`src/rtl/pipeline_hazard_ctrl_pkg.sv`:
```
// Shared types for the 5-stage pipeline hazard sequencer.
// Forward-select encoding and controller state encoding live here.
package pipe_ctrl_pkg;

  localparam logic [4:0] REG_ZERO = 5'd0;

  typedef enum logic [1:0] {
    ST_RUN      = 2'd0,
    ST_MEM_WAIT = 2'd1,
    ST_HALT     = 2'd2
  } ctrl_state_e;

  typedef enum logic [1:0] {
    FWD_RF = 2'd0,
    FWD_MM = 2'd1,
    FWD_WB = 2'd2
  } fwd_sel_e;

  // True when a live source register is produced by a writing stage.
  // x0 is hardwired to zero and never creates a dependency.
  function automatic logic rd_hit(
    input logic [4:0] rs,
    input logic [4:0] rd,
    input logic       en
  );
    return en && (rd != REG_ZERO) && (rs == rd);
  endfunction

  // Youngest producer wins: MM holds newer data than WB.
  function automatic fwd_sel_e fwd_pick(
    input logic [4:0] rs,
    input logic [4:0] mm_rd,
    input logic       mm_we,
    input logic [4:0] wb_rd,
    input logic       wb_we
  );
    if (rd_hit(rs, mm_rd, mm_we)) return FWD_MM;
    if (rd_hit(rs, wb_rd, wb_we)) return FWD_WB;
    return FWD_RF;
  endfunction

endpackage

```
`src/rtl/pipeline_hazard_ctrl_if.sv`:
```
// Handshake bundle between the pipeline datapath and the hazard sequencer.
// master = datapath side, slave = hazard controller side.
interface pipeline_hazard_ctrl_if #(
  parameter int CNT_WIDTH = 32
);

  logic [4:0]           id_rs1;
  logic [4:0]           id_rs2;
  logic                 id_use_rs1;
  logic                 id_use_rs2;
  logic [4:0]           ex_rs1;
  logic [4:0]           ex_rs2;
  logic [4:0]           ex_rd;
  logic                 ex_reg_write;
  logic                 ex_mem_read;
  logic [4:0]           mm_rd;
  logic                 mm_reg_write;
  logic [4:0]           wb_rd;
  logic                 wb_reg_write;
  logic                 br_taken;
  logic                 dmem_req;
  logic                 dmem_ready;

  logic                 pc_stall;
  logic                 if_id_stall;
  logic                 if_id_flush;
  logic                 id_ex_stall;
  logic                 id_ex_flush;
  logic                 ex_mm_stall;
  logic                 mm_wb_flush;
  logic [1:0]           fwd_a_sel;
  logic [1:0]           fwd_b_sel;
  logic                 halted;
  logic [CNT_WIDTH-1:0] stall_cycles;

  modport master (
    output id_rs1, id_rs2, id_use_rs1, id_use_rs2,
    output ex_rs1, ex_rs2, ex_rd, ex_reg_write, ex_mem_read,
    output mm_rd, mm_reg_write, wb_rd, wb_reg_write,
    output br_taken, dmem_req, dmem_ready,
    input  pc_stall, if_id_stall, if_id_flush,
    input  id_ex_stall, id_ex_flush, ex_mm_stall, mm_wb_flush,
    input  fwd_a_sel, fwd_b_sel, halted, stall_cycles
  );

  modport slave (
    input  id_rs1, id_rs2, id_use_rs1, id_use_rs2,
    input  ex_rs1, ex_rs2, ex_rd, ex_reg_write, ex_mem_read,
    input  mm_rd, mm_reg_write, wb_rd, wb_reg_write,
    input  br_taken, dmem_req, dmem_ready,
    output pc_stall, if_id_stall, if_id_flush,
    output id_ex_stall, id_ex_flush, ex_mm_stall, mm_wb_flush,
    output fwd_a_sel, fwd_b_sel, halted, stall_cycles
  );

endinterface

```
`src/rtl/pipeline_hazard_ctrl_fwd_unit.sv`:
```
// Combinational EX operand forwarding compare for both ALU operands.
// MM results take precedence over WB results; x0 never forwards.
module fwd_unit
  import pipe_ctrl_pkg::*;
(
  input  logic [4:0] ex_rs1_i,
  input  logic [4:0] ex_rs2_i,
  input  logic [4:0] mm_rd_i,
  input  logic       mm_reg_write_i,
  input  logic [4:0] wb_rd_i,
  input  logic       wb_reg_write_i,
  output fwd_sel_e   fwd_a_sel_o,
  output fwd_sel_e   fwd_b_sel_o
);

  assign fwd_a_sel_o = fwd_pick(ex_rs1_i, mm_rd_i, mm_reg_write_i,
                                wb_rd_i, wb_reg_write_i);

  assign fwd_b_sel_o = fwd_pick(ex_rs2_i, mm_rd_i, mm_reg_write_i,
                                wb_rd_i, wb_reg_write_i);

endmodule

```
`src/rtl/pipeline_hazard_ctrl.sv`:
```
// Stall/flush/forward sequencer with memory-wait watchdog and stall counter.
// Define PIPE_FWD_EN to enable operand forwarding (else RAW hazards stall).
module pipeline_hazard_ctrl
  import pipe_ctrl_pkg::*;
#(
  parameter int TIMEOUT_CYCLES = 256,
  parameter int CNT_WIDTH      = 32
) (
  input logic                   clk,
  input logic                   rst,
  pipeline_hazard_ctrl_if.slave hz_if
);

`ifdef PIPE_FWD_EN
  localparam bit FWD_ON = 1'b1;
`else
  localparam bit FWD_ON = 1'b0;
`endif

  localparam logic [1:0] S_RUN      = ST_RUN;
  localparam logic [1:0] S_MEM_WAIT = ST_MEM_WAIT;
  localparam logic [1:0] S_HALT     = ST_HALT;

  localparam int WAIT_W = $clog2(TIMEOUT_CYCLES) + 1;
  localparam logic [WAIT_W-1:0] WAIT_ONE  = WAIT_W'(1);
  localparam logic [WAIT_W-1:0] WAIT_LAST = WAIT_W'(TIMEOUT_CYCLES - 1);
  localparam logic [CNT_WIDTH-1:0] CNT_ONE = CNT_WIDTH'(1);

  logic [1:0]           state_q;
  logic [1:0]           state_d;
  logic [WAIT_W-1:0]    wait_q;
  logic [WAIT_W-1:0]    wait_d;
  logic [CNT_WIDTH-1:0] stall_cnt_q;
  logic [CNT_WIDTH-1:0] stall_cnt_d;

  logic     halt;
  logic     mem_wait;
  logic     ex_hit;
  logic     mm_hit;
  logic     wb_hit;
  logic     ld_use;
  logic     raw_hz;
  logic     data_hz;
  logic     sel_halt;
  logic     sel_mw;
  logic     sel_br;
  logic     sel_hz;
  fwd_sel_e fwd_a;
  fwd_sel_e fwd_b;

  logic pc_stall;
  logic if_id_stall;
  logic if_id_flush;
  logic id_ex_stall;
  logic id_ex_flush;
  logic ex_mm_stall;
  logic mm_wb_flush;

  assign halt     = (state_q == S_HALT);
  assign mem_wait = hz_if.dmem_req & ~hz_if.dmem_ready;

  // Does the ID instruction actually read a given producer's rd.
  assign ex_hit = rd_hit(hz_if.id_rs1, hz_if.ex_rd, hz_if.id_use_rs1)
                | rd_hit(hz_if.id_rs2, hz_if.ex_rd, hz_if.id_use_rs2);
  assign mm_hit = rd_hit(hz_if.id_rs1, hz_if.mm_rd, hz_if.id_use_rs1)
                | rd_hit(hz_if.id_rs2, hz_if.mm_rd, hz_if.id_use_rs2);
  assign wb_hit = rd_hit(hz_if.id_rs1, hz_if.wb_rd, hz_if.id_use_rs1)
                | rd_hit(hz_if.id_rs2, hz_if.wb_rd, hz_if.id_use_rs2);

  assign ld_use = ex_hit & hz_if.ex_mem_read;

  assign raw_hz = (ex_hit & hz_if.ex_reg_write)
                | (mm_hit & hz_if.mm_reg_write)
                | (wb_hit & hz_if.wb_reg_write);

  // Without forwarding every in-flight producer must drain first.
  assign data_hz = ld_use | (~FWD_ON & raw_hz);

  // Mutually exclusive priority terms; reset silences everything.
  assign sel_halt = ~rst & halt;
  assign sel_mw   = ~rst & ~halt & mem_wait;
  assign sel_br   = ~rst & ~halt & ~mem_wait & hz_if.br_taken;
  assign sel_hz   = ~rst & ~halt & ~mem_wait & ~hz_if.br_taken & data_hz;

  fwd_unit u_fwd (
    .ex_rs1_i       (hz_if.ex_rs1),
    .ex_rs2_i       (hz_if.ex_rs2),
    .mm_rd_i        (hz_if.mm_rd),
    .mm_reg_write_i (hz_if.mm_reg_write),
    .wb_rd_i        (hz_if.wb_rd),
    .wb_reg_write_i (hz_if.wb_reg_write),
    .fwd_a_sel_o    (fwd_a),
    .fwd_b_sel_o    (fwd_b)
  );

  // Priority-encode the pipeline stall/flush controls.
  always_comb begin
    pc_stall    = 1'b0;
    if_id_stall = 1'b0;
    if_id_flush = 1'b0;
    id_ex_stall = 1'b0;
    id_ex_flush = 1'b0;
    ex_mm_stall = 1'b0;
    mm_wb_flush = 1'b0;
    unique case (1'b1)
      sel_halt, sel_mw: begin
        pc_stall    = 1'b1;
        if_id_stall = 1'b1;
        id_ex_stall = 1'b1;
        ex_mm_stall = 1'b1;
        mm_wb_flush = 1'b1;
      end
      sel_br: begin
        if_id_flush = 1'b1;
        id_ex_flush = 1'b1;
      end
      sel_hz: begin
        pc_stall    = 1'b1;
        if_id_stall = 1'b1;
        id_ex_flush = 1'b1;
      end
      default: ;
    endcase
  end

  assign hz_if.pc_stall     = pc_stall;
  assign hz_if.if_id_stall  = if_id_stall;
  assign hz_if.if_id_flush  = if_id_flush;
  assign hz_if.id_ex_stall  = id_ex_stall;
  assign hz_if.id_ex_flush  = id_ex_flush;
  assign hz_if.ex_mm_stall  = ex_mm_stall;
  assign hz_if.mm_wb_flush  = mm_wb_flush;
  assign hz_if.halted       = sel_halt;
  assign hz_if.stall_cycles = stall_cnt_q;

  assign hz_if.fwd_a_sel = (FWD_ON && !rst) ? fwd_a : FWD_RF;
  assign hz_if.fwd_b_sel = (FWD_ON && !rst) ? fwd_b : FWD_RF;

  // Watchdog FSM: wait_q counts consecutive wait cycles including the
  // RUN cycle that first saw the wait, so HALT follows the Nth one.
  // A dropped request also ends the wait rather than feeding the watchdog.
  always_comb begin
    state_d = state_q;
    wait_d  = wait_q;
    unique case (state_q)
      S_RUN: begin
        if (mem_wait) begin
          state_d = S_MEM_WAIT;
          wait_d  = WAIT_ONE;
        end
      end
      S_MEM_WAIT: begin
        if (!mem_wait) begin
          state_d = S_RUN;
          wait_d  = '0;
        end else if (wait_q == WAIT_LAST) begin
          state_d = S_HALT;
        end else begin
          wait_d = wait_q + WAIT_ONE;
        end
      end
      S_HALT: state_d = S_HALT;
      default: begin
        state_d = S_RUN;
        wait_d  = '0;
      end
    endcase
  end

  // Saturating count of cycles the PC was held.
  always_comb begin
    stall_cnt_d = stall_cnt_q;
    if (pc_stall && (stall_cnt_q != '1)) begin
      stall_cnt_d = stall_cnt_q + CNT_ONE;
    end
  end

  // State, watchdog and performance counter registers.
  always_ff @(posedge clk or posedge rst) begin
    if (rst) begin
      state_q     <= S_RUN;
      wait_q      <= '0;
      stall_cnt_q <= '0;
    end else begin
      state_q     <= state_d;
      wait_q      <= wait_d;
      stall_cnt_q <= stall_cnt_d;
    end
  end

endmodule

```
`src/flat_wrapper.sv`:
```
// flat-port wrapper written by rule: the top's interface ports become plain ports
module pipeline_hazard_ctrl_flat import pipe_ctrl_pkg::*;
#(
  parameter int TIMEOUT_CYCLES = 256,
  parameter int CNT_WIDTH      = 32
)
  (clk, rst, hz_if_id_rs1, hz_if_id_rs2, hz_if_id_use_rs1, hz_if_id_use_rs2, hz_if_ex_rs1, hz_if_ex_rs2, hz_if_ex_rd, hz_if_ex_reg_write, hz_if_ex_mem_read, hz_if_mm_rd, hz_if_mm_reg_write, hz_if_wb_rd, hz_if_wb_reg_write, hz_if_br_taken, hz_if_dmem_req, hz_if_dmem_ready, hz_if_pc_stall, hz_if_if_id_stall, hz_if_if_id_flush, hz_if_id_ex_stall, hz_if_id_ex_flush, hz_if_ex_mm_stall, hz_if_mm_wb_flush, hz_if_fwd_a_sel, hz_if_fwd_b_sel, hz_if_halted, hz_if_stall_cycles);
  pipeline_hazard_ctrl_if #(.CNT_WIDTH(CNT_WIDTH)) hz_if_i ();
  input logic clk;
  input logic rst;
  input wire logic [$bits(hz_if_i.id_rs1)-1:0] hz_if_id_rs1;
  input wire logic [$bits(hz_if_i.id_rs2)-1:0] hz_if_id_rs2;
  input wire logic [$bits(hz_if_i.id_use_rs1)-1:0] hz_if_id_use_rs1;
  input wire logic [$bits(hz_if_i.id_use_rs2)-1:0] hz_if_id_use_rs2;
  input wire logic [$bits(hz_if_i.ex_rs1)-1:0] hz_if_ex_rs1;
  input wire logic [$bits(hz_if_i.ex_rs2)-1:0] hz_if_ex_rs2;
  input wire logic [$bits(hz_if_i.ex_rd)-1:0] hz_if_ex_rd;
  input wire logic [$bits(hz_if_i.ex_reg_write)-1:0] hz_if_ex_reg_write;
  input wire logic [$bits(hz_if_i.ex_mem_read)-1:0] hz_if_ex_mem_read;
  input wire logic [$bits(hz_if_i.mm_rd)-1:0] hz_if_mm_rd;
  input wire logic [$bits(hz_if_i.mm_reg_write)-1:0] hz_if_mm_reg_write;
  input wire logic [$bits(hz_if_i.wb_rd)-1:0] hz_if_wb_rd;
  input wire logic [$bits(hz_if_i.wb_reg_write)-1:0] hz_if_wb_reg_write;
  input wire logic [$bits(hz_if_i.br_taken)-1:0] hz_if_br_taken;
  input wire logic [$bits(hz_if_i.dmem_req)-1:0] hz_if_dmem_req;
  input wire logic [$bits(hz_if_i.dmem_ready)-1:0] hz_if_dmem_ready;
  output wire logic [$bits(hz_if_i.pc_stall)-1:0] hz_if_pc_stall;
  output wire logic [$bits(hz_if_i.if_id_stall)-1:0] hz_if_if_id_stall;
  output wire logic [$bits(hz_if_i.if_id_flush)-1:0] hz_if_if_id_flush;
  output wire logic [$bits(hz_if_i.id_ex_stall)-1:0] hz_if_id_ex_stall;
  output wire logic [$bits(hz_if_i.id_ex_flush)-1:0] hz_if_id_ex_flush;
  output wire logic [$bits(hz_if_i.ex_mm_stall)-1:0] hz_if_ex_mm_stall;
  output wire logic [$bits(hz_if_i.mm_wb_flush)-1:0] hz_if_mm_wb_flush;
  output wire logic [$bits(hz_if_i.fwd_a_sel)-1:0] hz_if_fwd_a_sel;
  output wire logic [$bits(hz_if_i.fwd_b_sel)-1:0] hz_if_fwd_b_sel;
  output wire logic [$bits(hz_if_i.halted)-1:0] hz_if_halted;
  output wire logic [$bits(hz_if_i.stall_cycles)-1:0] hz_if_stall_cycles;
  assign hz_if_i.id_rs1 = hz_if_id_rs1;
  assign hz_if_i.id_rs2 = hz_if_id_rs2;
  assign hz_if_i.id_use_rs1 = hz_if_id_use_rs1;
  assign hz_if_i.id_use_rs2 = hz_if_id_use_rs2;
  assign hz_if_i.ex_rs1 = hz_if_ex_rs1;
  assign hz_if_i.ex_rs2 = hz_if_ex_rs2;
  assign hz_if_i.ex_rd = hz_if_ex_rd;
  assign hz_if_i.ex_reg_write = hz_if_ex_reg_write;
  assign hz_if_i.ex_mem_read = hz_if_ex_mem_read;
  assign hz_if_i.mm_rd = hz_if_mm_rd;
  assign hz_if_i.mm_reg_write = hz_if_mm_reg_write;
  assign hz_if_i.wb_rd = hz_if_wb_rd;
  assign hz_if_i.wb_reg_write = hz_if_wb_reg_write;
  assign hz_if_i.br_taken = hz_if_br_taken;
  assign hz_if_i.dmem_req = hz_if_dmem_req;
  assign hz_if_i.dmem_ready = hz_if_dmem_ready;
  assign hz_if_pc_stall = hz_if_i.pc_stall;
  assign hz_if_if_id_stall = hz_if_i.if_id_stall;
  assign hz_if_if_id_flush = hz_if_i.if_id_flush;
  assign hz_if_id_ex_stall = hz_if_i.id_ex_stall;
  assign hz_if_id_ex_flush = hz_if_i.id_ex_flush;
  assign hz_if_ex_mm_stall = hz_if_i.ex_mm_stall;
  assign hz_if_mm_wb_flush = hz_if_i.mm_wb_flush;
  assign hz_if_fwd_a_sel = hz_if_i.fwd_a_sel;
  assign hz_if_fwd_b_sel = hz_if_i.fwd_b_sel;
  assign hz_if_halted = hz_if_i.halted;
  assign hz_if_stall_cycles = hz_if_i.stall_cycles;
  pipeline_hazard_ctrl #(.TIMEOUT_CYCLES(TIMEOUT_CYCLES), .CNT_WIDTH(CNT_WIDTH)) u_core (.clk(clk), .rst(rst), .hz_if(hz_if_i));
endmodule
```
`config.mk`:
```
export PLATFORM = sky130hd
export DESIGN_NAME = pipeline_hazard_ctrl_flat
export DESIGN_NICKNAME = d
export VERILOG_FILES = /design/src/rtl/pipeline_hazard_ctrl_pkg.sv /design/src/rtl/pipeline_hazard_ctrl_if.sv /design/src/rtl/pipeline_hazard_ctrl_fwd_unit.sv /design/src/rtl/pipeline_hazard_ctrl.sv /design/src/flat_wrapper.sv
export SDC_FILE = /design/constraint.sdc
export NUM_CORES = 1
export LEC_CHECK = 0
export BUFFER_PORTS_ARGS = -buffer_cell sky130_fd_sc_hd__buf_2
export CAP_MARGIN = 20
export CELL_PAD_IN_SITES_DETAIL_PLACEMENT = 1
export CELL_PAD_IN_SITES_GLOBAL_PLACEMENT = 2
export CORE_UTILIZATION = 30
export CTS_CLUSTER_DIAMETER = 60
export DETAILED_ROUTE_END_ITERATION = 10
export PLACE_DENSITY = 0.8
export SLEW_MARGIN = 20
export SYNTH_ARGS = -nofsm -noshare
export SYNTH_HDL_FRONTEND = slang
export SYNTH_SLANG_ARGS = --single-unit
```
`constraint.sdc`:
```
create_clock -name clk -period 3.63 [get_ports clk]
set_clock_uncertainty 0.1 [all_clocks]
set_input_delay 0.726 -clock clk [delete_from_list [all_inputs] [get_ports clk]]
set_output_delay 0.726 -clock clk [all_outputs]
set_load 0.02 [all_outputs]
```
# Word-level counts from Yosys, hierarchy flattened
# Cells that the tools add are included.
# totals
register_bits,43
input_bits,46
# classes
n_addsub,2
eq_ne,13
n_mux,12
n_bitwise,23
n_reduce_logical,22
# ops
operator,n
"adder 32 x 1 -> 32 bit, second input constant",1
"inequality test 32 bit, second input constant",1
equality test 5 bit,6
two-way mux 9 bit,3
case mux 9 bit (3 select lines),1
nonzero test 5 bit,3
logical AND 1 bit,13
AND 1 bit,12
"adder 9 x 1 -> 9 bit, second input constant",1
"equality test 9 x 8 -> 1 bit, second input constant",1
two-way mux 2 bit,3
"inequality test 3 bit, second input constant",2
OR 1 bit,6
case mux 2 bit (3 select lines),1
NOT 1 bit,5
two-way mux 1 bit,4
OR reduction 2 bit,2
AND reduction 3 bit,1
OR reduction 3 bit,1
"equality test 2 x 1 -> 1 bit, second input constant",1
"equality test 2 bit, second input constant",1
logical NOT 2 bit,1
"inequality test 2 x 1 -> 1 bit, second input constant",1
AND reduction 2 bit,1

# Logic depth before layout (Yosys ltp)
# Gate-level depths: netlist (run 1).
# depth
word_depth,12
mapped_depth,10

# Worst setup path before layout (run 1)
# Ideal clock, no wire load.
# synth_path
kind,input port to flip-flop
start,in rst
end,reg u_core.stall_cnt_q[26] (netlist: u_core.hz_if.stall_cycles[26])
setup_ps,80
t_arrival_ps,3325
setup_slack_ps,125
cell_stages,7
cell_sequence,inv_1 o21ai_0 a31oi_1 o21ai_0 buf_2 nor4_1 xor2_1
# synth_between
elab_chain_cells,8
elab_cells_between_ends,10
classes_between,1 x mux; 7 x bitwise; 2 x reduce/logical
# synth_rtl
element,line,rtl
from (decl),flat_wrapper.sv:10,input logic rst;
NOT 1 bit (*),"pipeline_hazard_ctrl.sv:80, pipeline_hazard_ctrl.sv:81, pipeline_hazard_ctrl.sv:83",
AND 1 bit,"pipeline_hazard_ctrl.sv:81, pipeline_hazard_ctrl.sv:83",
AND 1 bit (3 in series),pipeline_hazard_ctrl.sv:83,assign sel_hz = ~rst & ~halt & ~mem_wait & ~hz_if.br_taken & data_hz;
OR reduction 3 bit (no line) (*),--,
two-way mux 1 bit (*),--,
via hz_if_if_id_stall,flat_wrapper.sv:28,output wire logic [$bits(hz_if_i.if_id_stall)-1:0] hz_if_if_id_stall;
logical AND 1 bit (*),pipeline_hazard_ctrl.sv:173,if (pc_stall && (stall_cnt_q != '1)) begin
to (signal assigned),pipeline_hazard_ctrl.sv:187,stall_cnt_q <= stall_cnt_d;
to (decl),pipeline_hazard_ctrl.sv:33,logic [CNT_WIDTH-1:0] stall_cnt_q;
# Mark *: on every way through the listed nets, which the timed path passes. The rest lies on a longest branch.
# A chain may end at the register's enable or synchronous reset.

# Worst setup path in the final report (run 1)
# layout_path
start,in hz_if_ex_rd[0]
end,out hz_if_if_id_stall
# layout_between
elab_chain_cells,11
elab_cells_between_ends,16
classes_between,2 x eq/ne; 1 x mux; 7 x bitwise; 6 x reduce/logical
# layout_rtl
element,line,rtl
from (decl),flat_wrapper.sv:17,input wire logic [$bits(hz_if_i.ex_rd)-1:0] hz_if_ex_rd;
nonzero test 5 bit,pipeline_hazard_ctrl_pkg.sv:26,return en && (rd != REG_ZERO) && (rs == rd);
logical AND 1 bit (2 in series),pipeline_hazard_ctrl_pkg.sv:26,
OR 1 bit (*),pipeline_hazard_ctrl.sv:64,"| rd_hit(hz_if.id_rs2, hz_if.ex_rd, hz_if.id_use_rs2);"
AND 1 bit,pipeline_hazard_ctrl.sv:72,assign raw_hz = (ex_hit & hz_if.ex_reg_write)
OR 1 bit,pipeline_hazard_ctrl.sv:73,| (mm_hit & hz_if.mm_reg_write)
OR 1 bit,pipeline_hazard_ctrl.sv:74,| (wb_hit & hz_if.wb_reg_write);
OR 1 bit (*),pipeline_hazard_ctrl.sv:77,assign data_hz = ld_use | (~FWD_ON & raw_hz);
AND 1 bit (*),pipeline_hazard_ctrl.sv:83,
OR reduction 3 bit (no line) (*),--,
two-way mux 1 bit (*),pipeline_hazard_ctrl.sv:105,unique case (1'b1)
to (decl),flat_wrapper.sv:28,
# Every way passes the cells marked *; elsewhere a longest branch is shown, timed or not.

==> results of run 1 <==
[layer usage]
| metal | vias up | GRT usage (%) | share of wire, % |
|---|---|---|---|
| li1 | 1114 | - | - |
| met1 | 1102 | 20.44 | 47 |
| met2 | 44 | 25.57 | 50 |
| met3 | 7 | 2.240 | 2.4 |
| met4 | 0 | 3.904 | 1.2 |
| met5 | - | 0 | 0 |
[area by class of cell]
| type | instances | share of cell area [%] |
|---|---|---|
| clock inverters | 3 | 0.6170 |
| inverters | 11 | 1.273 |
| multi-input cells | 219 | 46.16 |
| repair buffers | 79 | 12.50 |
| flip-flops and latches | 43 | 33.17 |
| well taps | 108 | 4.165 |
| clock buffers | 5 | 2.121 |
[cell usage in the layout (no fill, tap or decap), types with 2 or more instances in the layout]
master and n:
nand3_1 15, mux2_2 2, ha_1 3, a21oi_1 2, clkbuf_8 5, nand4_1 10
nor2_1 17, or2_2 3, o211ai_1 2, buf_4 4, nand2_1 31, xnor2_1 40
nor3_1 14, or4_1 2, xor2_1 27, inv_1 11, and3_1 2, buf_2 75
o21ai_0 5, clkinvlp_4 2, conb_1 4, or3_1 2, nor4_1 7, nand2b_1 3
dfrtp_1 43, o22ai_1 7, nor4_4 3
[state kept, by name, summed over array words and instances, names as in the netlist]
name	flops
u_core.hz_if.stall_cycles	32
u_core.state_q	2
u_core.wait_q	9
[per-stage QoR]
stage	hold WS (ps)	utilization (%)	instance area, um^2	power, uW	cells
after detailed placement	372.8	36.36	3156	828.2	460
after CTS	388.0	37.38	3244	1142	468
after global placement	370.7	36.36	3156	823.0	460
after floorplan	411.3	-	2698	726.4	288
final	383.8	37.38	3244	1127	468
after global routing	404.4	37.38	3244	1189	468
[power by group through the flow]
stage	Clock, uW	Sequential, uW	Combinational [uW]
after floorplan	0	589	138
after global placement	0	565	258
after detailed placement	0	565	263
after CTS	322	556	264
after global routing	338	564	286
final	311	555	260
[worst min-delay path by stage]
stage                                         startpoint                                   endpoint  slack, ps  cells after the start
2_1_floorplan              u_core.state_q[1]$_DFFE_PP0P_              u_core.state_q[1]$_DFFE_PP0P_        410                      2
3_3_place_gp    u_core.hz_if.stall_cycles[5]$_DFFE_PP0P_   u_core.hz_if.stall_cycles[5]$_DFFE_PP0P_        370                      1
3_5_place_dp    u_core.hz_if.stall_cycles[5]$_DFFE_PP0P_   u_core.hz_if.stall_cycles[5]$_DFFE_PP0P_        370                      1
4_1_cts         u_core.hz_if.stall_cycles[5]$_DFFE_PP0P_   u_core.hz_if.stall_cycles[5]$_DFFE_PP0P_        390                      1
5_1_grt        u_core.hz_if.stall_cycles[15]$_DFFE_PP0P_  u_core.hz_if.stall_cycles[15]$_DFFE_PP0P_        400                      1
6_report        u_core.hz_if.stall_cycles[5]$_DFFE_PP0P_   u_core.hz_if.stall_cycles[5]$_DFFE_PP0P_        380                      1
[cell families (layout without fill, tap and decap cells)]
| kind of cell | count (synthesis) | in the layout | synth area share [%] |
|---|---|---|---|
| compound gates | 23 | 23 | 5.496 |
| xor+xnor | 67 | 67 | 21.84 |
| fa+ha+maj | 3 | 3 | 1.397 |
| buf+inv | 26 | 98 | 4.750 |
| flops | 43 | 43 | 40.06 |
| mux | 3 | 3 | 1.211 |
| other cells | 1 | 4 | 0.1396 |
| simple gates | 119 | 119 | 25.10 |
==> results.yml, run 1 <==
floorplan:
  num_rows: 34
  dieArea_mm2: 0.009336
  io_pins: 90
  die_y_um: 96.63
  core_mm2: 0.008678
  start_util_pct: 30.95
  die_x_um: 96.63
synthesis:
  yosysTopAreaCellShare_pct: 40.06
  yosysUniqueCellTypes: 44
  synthTopCellsByArea: "dfrtp_1 (40%), xnor2_1 (13%), xor2_1 (8.8%)"
  syn-instance-count: 285
  synth_commonest_cells: "dfrtp_1 (43), xnor2_1 (40), nand2_1 (31)"
  avgSynthCellArea_um2: 9.426
  ys_ff_latch: 43
  synth-main-ff-cell: "dfrtp_1"
  synth.most_common_cell: "dfrtp_1"
  ys_warn_count: 0
  syn_area_mm2: 0.002686
  yosysSeqAreaShare_pct: 40.06
  synth.largest_area_cell: "dfrtp_1"
  async_reset_ff_share_pct: 100.0
  synth_edf_count: 0
final_layout:
  drive_gt1_share_pct: 28.61
  n_antenna_cell: 0
  syn_to_final_growth_pct: 20.77
  multiInputGateArea_mm2: 0.001498
  fin_nets: 408
  fill_cells: 1062
  seqCellArea_mm2: 0.001076
setup_path:
  ff2ff_setup_slack_ps: 940
  crit_chain: "buf_2 -> or4_1 -> o22a_1 -> a32oi_1 -> a31oi_1 -> buf_4 -> buf_2"
  crit_path_max_incr_delay_ps: 550
  critPathLaunchType: "input port"
  crit_path_max_fanout: 4
  path_delay_family: "simple AND/OR/NAND/NOR gates"
  cp_data_required_time_ps: 2800
  crit_type: "in2out"
  reg2reg_from: "u_core.hz_if.stall_cycles[8]$_DFFE_PP0P_"
  worstPathArrival_ps: 2220
  cp.depth: 7
  ff2ff_path_depth: 8
  worstReg2RegEnd: "u_core.hz_if.stall_cycles[29]$_DFFE_PP0P_"
  endpoint: "hz_if_if_id_stall"
  crit_top_cell: "buf_2"
  crit_buf_inv: 3
  crit_start: "hz_if_ex_rd[0]"
  end_kind: "output port"
  critical-path-slowest-cell: "or4_1"
global_routing:
  grt_max_degree: 44
  grt-ovfl-total: 0
  grt_usage_pct: 15.20
  antenna_found_initial: 0
  grt_pass1_vias: 2419
  grt_pass1_wl_um: 11820
cts:
  htreeDepth: 2
  clockBufferDepth: 2
  root_buffer: "clkbuf_8"
  cts_hold_buf: 0
  post_cts_buffers: 0
  clkLatencyLatePin_ps: 310
  numCtsBuffers: 5
  cts.clk_slew.worst_paths_ps: 90
  clock-sinks: 43
  tritoncts: "done"
  cts_resized: 0
timing:
  fin_ws_ps: 585.8
  worstMarginPinSlew_ps: 550.0
  rsz0062_at_grt: "false"
  slew_violations: 0
  fin_crit_ps: 3044
  slew-limit-headroom_pct: 63.33
  fin_crit_sh_pct: 83.86
  finalHoldViolations: 0
  finalSetupViolations: 0
  timing.fmax_mhz: 328.5
  finalSetupTns_ps: 0
routing:
  drt-pass1-iter-count: 4
  avgViaCountPerCell: 4.844
  drt_wl_total_um: 6789
  via_count: 2267
  drt_first_iter_violations: 66
  antenna_left: 0
  wire_per_inst_um: 14.51
  drc: 0
power:
  cellPowerDensity_mw_per_mm2: 347.3
  comb_power_share_pct: 23.1
  power_switching_uw: 382.2
  power_frac_seq_pct: 49.3
  internal-power_uw: 744.5
  leakage_uw: 0.001548
  clkPwrFrac_pct: 27.6
  p_sw_share_pct: 33.92
  vdd_drop_max_mv: 0.1557
min_path:
  hp-class: "reg2reg"
place:
  hpwlAfterDp_um: 5222
  place.gp.congestion: 0.7426
  io_buffers: 75
  pre_cts_ws_ps: 564.3
run:
  cap_viol_max_count: 0
status:
  outcome: "completed"
(Power assumes the default switching activity.)
==> run 2, diff against run 1 <==
==> constraint.sdc (replaced) <==
create_clock -name clk -period 3.1 [get_ports clk]
set_clock_uncertainty 0.1 [all_clocks]
set_input_delay 0.62 -clock clk [delete_from_list [all_inputs] [get_ports clk]]
set_output_delay 0.62 -clock clk [all_outputs]
set_load 0.02 [all_outputs]
==> run 2 against run 1 <==
Net effect:
- routed wire length increased by 4.0%
- count of clock-buffer cells in the layout increased by 1
- sequential cell count unchanged
- total power increased by 18%
- utilization increased by 0.35 points
- register-to-register slack got worse by 580 ps
- critical path type unchanged
- critical endpoint is now hz_if_pc_stall
- largest cell class unchanged
- highest routed layer unchanged
==> results.yml, run 2 (same netlist as run 1, synthesis figures left out) <==
status:
  outcome: "completed"
routing:
  drt_wl_total_um: 7059
  via_count: 2294
  drc: 0
  drt_first_iter_violations: 81
  wire_per_inst_um: 15.05
  avgViaCountPerCell: 4.891
  antenna_left: 0
  drt-pass1-iter-count: 6
timing:
  worstMarginPinSlew_ps: 559.9
  finalSetupViolations: 0
  finalSetupTns_ps: 0
  hold_slack_ps: 388.5
  fin_crit_sh_pct: 94.19
  slew-limit-headroom_pct: 62.67
  fin_crit_ps: 2920
  finalHoldViolations: 0
  rsz0062_at_grt: "false"
  slew_violations: 0
  timing.fmax_mhz: 342.5
setup_path:
  end_kind: "output port"
  critPathLaunchType: "input port"
  ff2ff_path_depth: 9
  cp.depth: 6
  critical-path-slowest-cell: "or4_1"
  worstPathArrival_ps: 2200
  crit_path_max_fanout: 4
  crit_buf_inv: 2
  ff2ff_setup_slack_ps: 360
  crit_chain: "buf_2 -> or4_1 -> o22a_1 -> a32oi_1 -> a31oi_1 -> buf_2"
  reg2reg_from: "u_core.hz_if.stall_cycles[8]$_DFFE_PP0P_"
  endpoint: "hz_if_pc_stall"
  crit_start: "hz_if_ex_rd[0]"
  crit_top_cell: "buf_2"
  cp_data_required_time_ps: 2380
  crit_path_max_incr_delay_ps: 540
  crit_type: "in2out"
  path_delay_family: "compound AO/OA/AOI/OAI gates"
  worstReg2RegEnd: "u_core.hz_if.stall_cycles[3]$_DFFE_PP0P_"
final_layout:
  fin_nets: 410
  final_area_mm2: 0.003274
  final_cell_mix: "buf_2 (75), dfrtp_1 (43), xnor2_1 (40)"
  seqCellArea_mm2: 0.001076
  drive_gt1_share_pct: 29.09
  largest_reg_flops: 32
  n_antenna_cell: 0
  fill_cells: 1059
  multiInputGateArea_mm2: 0.001498
  syn_to_final_growth_pct: 21.89
  final_common_cell: "buf_2"
  post-route-util_pct: 37.73
global_routing:
  grt-ovfl-total: 0
  grt_pass1_wl_um: 12190
  grt_max_degree: 44
  grt_pass1_vias: 2481
  grt_usage_pct: 15.83
  antenna_found_initial: 0
cts:
  root_buffer: "clkbuf_8"
  clockBufferDepth: 2
  post_cts_buffers: 0
  clock-sinks: 43
  cts_resized: 0
  clkLatencyLatePin_ps: 310
  htreeDepth: 2
  tritoncts: "done"
  numCtsBuffers: 5
  cts_hold_buf: 0
  cts.clk_slew.worst_paths_ps: 90
power:
  power.total_uw: 1332
  clkPwrFrac_pct: 27.7
  power_frac_seq_pct: 48.9
  comb_power_share_pct: 23.4
  internal-power_uw: 892.5
  p_sw_share_pct: 32.98
  cellPowerDensity_mw_per_mm2: 406.7
  power_switching_uw: 439.1
  vdd_drop_max_mv: 0.1909
  leakage_uw: 0.001564
place:
  io_buffers: 75
  place.gp.congestion: 0.8047
  hpwlAfterDp_um: 5396
  dpl_cell_area_mm2: 0.003187
min_path:
  worstHoldPathCells: 1
  hp-class: "reg2reg"
floorplan:
  num_rows: 34
  start_util_pct: 30.95
  core_mm2: 0.008678
  dieArea_mm2: 0.009336
  die_x_um: 96.63
  io_pins: 90
  die_y_um: 96.63
run:
  cap_viol_max_count: 0
## run 2: metrics by stage
step,cells,worst slack (ps)
2_1_floorplan,288,201.0
3_3_place_gp,462,48.71
3_5_place_dp,462,30.52
4_1_cts,469,151.5
5_1_grt,469,85.00
6_report,469,180.2
## run 2: worst register-to-register path, delay by kind of cell, from the launching register on
kind                   cells  cell delay [ps]
AND/OR/NAND/NOR            6             1180
AO/OA/AOI/OAI              1              480
flip-flops                 1              450
buffers and inverters      1              250
XOR/XNOR                   1              170
## run 2: cell type report
class	count	area share [%]
Multi-Input combinational cell	219	45.74
Sequential cell	43	32.86
Timing Repair Buffer	81	13.22
Tap cell	108	4.127
Clock buffer	6	2.522
Inverter	11	1.376
Clock inverter	1	0.1528
## run 2: power groups by stage
| stage | Sequential, uW | Clock [uW] | Combinational, uW |
|---|---|---|---|
| 6_report | 651 | 369 | 311 |
| 3_3_place_gp | 659 | 0 | 307 |
| 2_1_floorplan | 690 | 0 | 161 |
| 3_5_place_dp | 662 | 0 | 318 |
| 5_1_grt | 659 | 402 | 348 |
| 4_1_cts | 651 | 382 | 319 |
## run 2: per-layer routing
layer,global-route usage (%),share of wire [%]
met3,2.746,2.7
met1,21.53,48
met2,25.84,48
met4,4.478,0.99
met5,0,0
## run 2: worst min path at each step
stage / startpoint / endpoint / slack (ps)
final: u_core.hz_if.stall_cycles[7]$_DFFE_PP0P_ / u_core.hz_if.stall_cycles[7]$_DFFE_PP0P_ / 390
after global placement: u_core.hz_if.stall_cycles[5]$_DFFE_PP0P_ / u_core.hz_if.stall_cycles[5]$_DFFE_PP0P_ / 380
after CTS: u_core.hz_if.stall_cycles[7]$_DFFE_PP0P_ / u_core.hz_if.stall_cycles[7]$_DFFE_PP0P_ / 390
after detailed placement: u_core.hz_if.stall_cycles[7]$_DFFE_PP0P_ / u_core.hz_if.stall_cycles[7]$_DFFE_PP0P_ / 380
after global routing: u_core.hz_if.stall_cycles[11]$_DFFE_PP0P_ / u_core.hz_if.stall_cycles[11]$_DFFE_PP0P_ / 420
after floorplan: u_core.state_q[1]$_DFFE_PP0P_ / u_core.state_q[1]$_DFFE_PP0P_ / 410
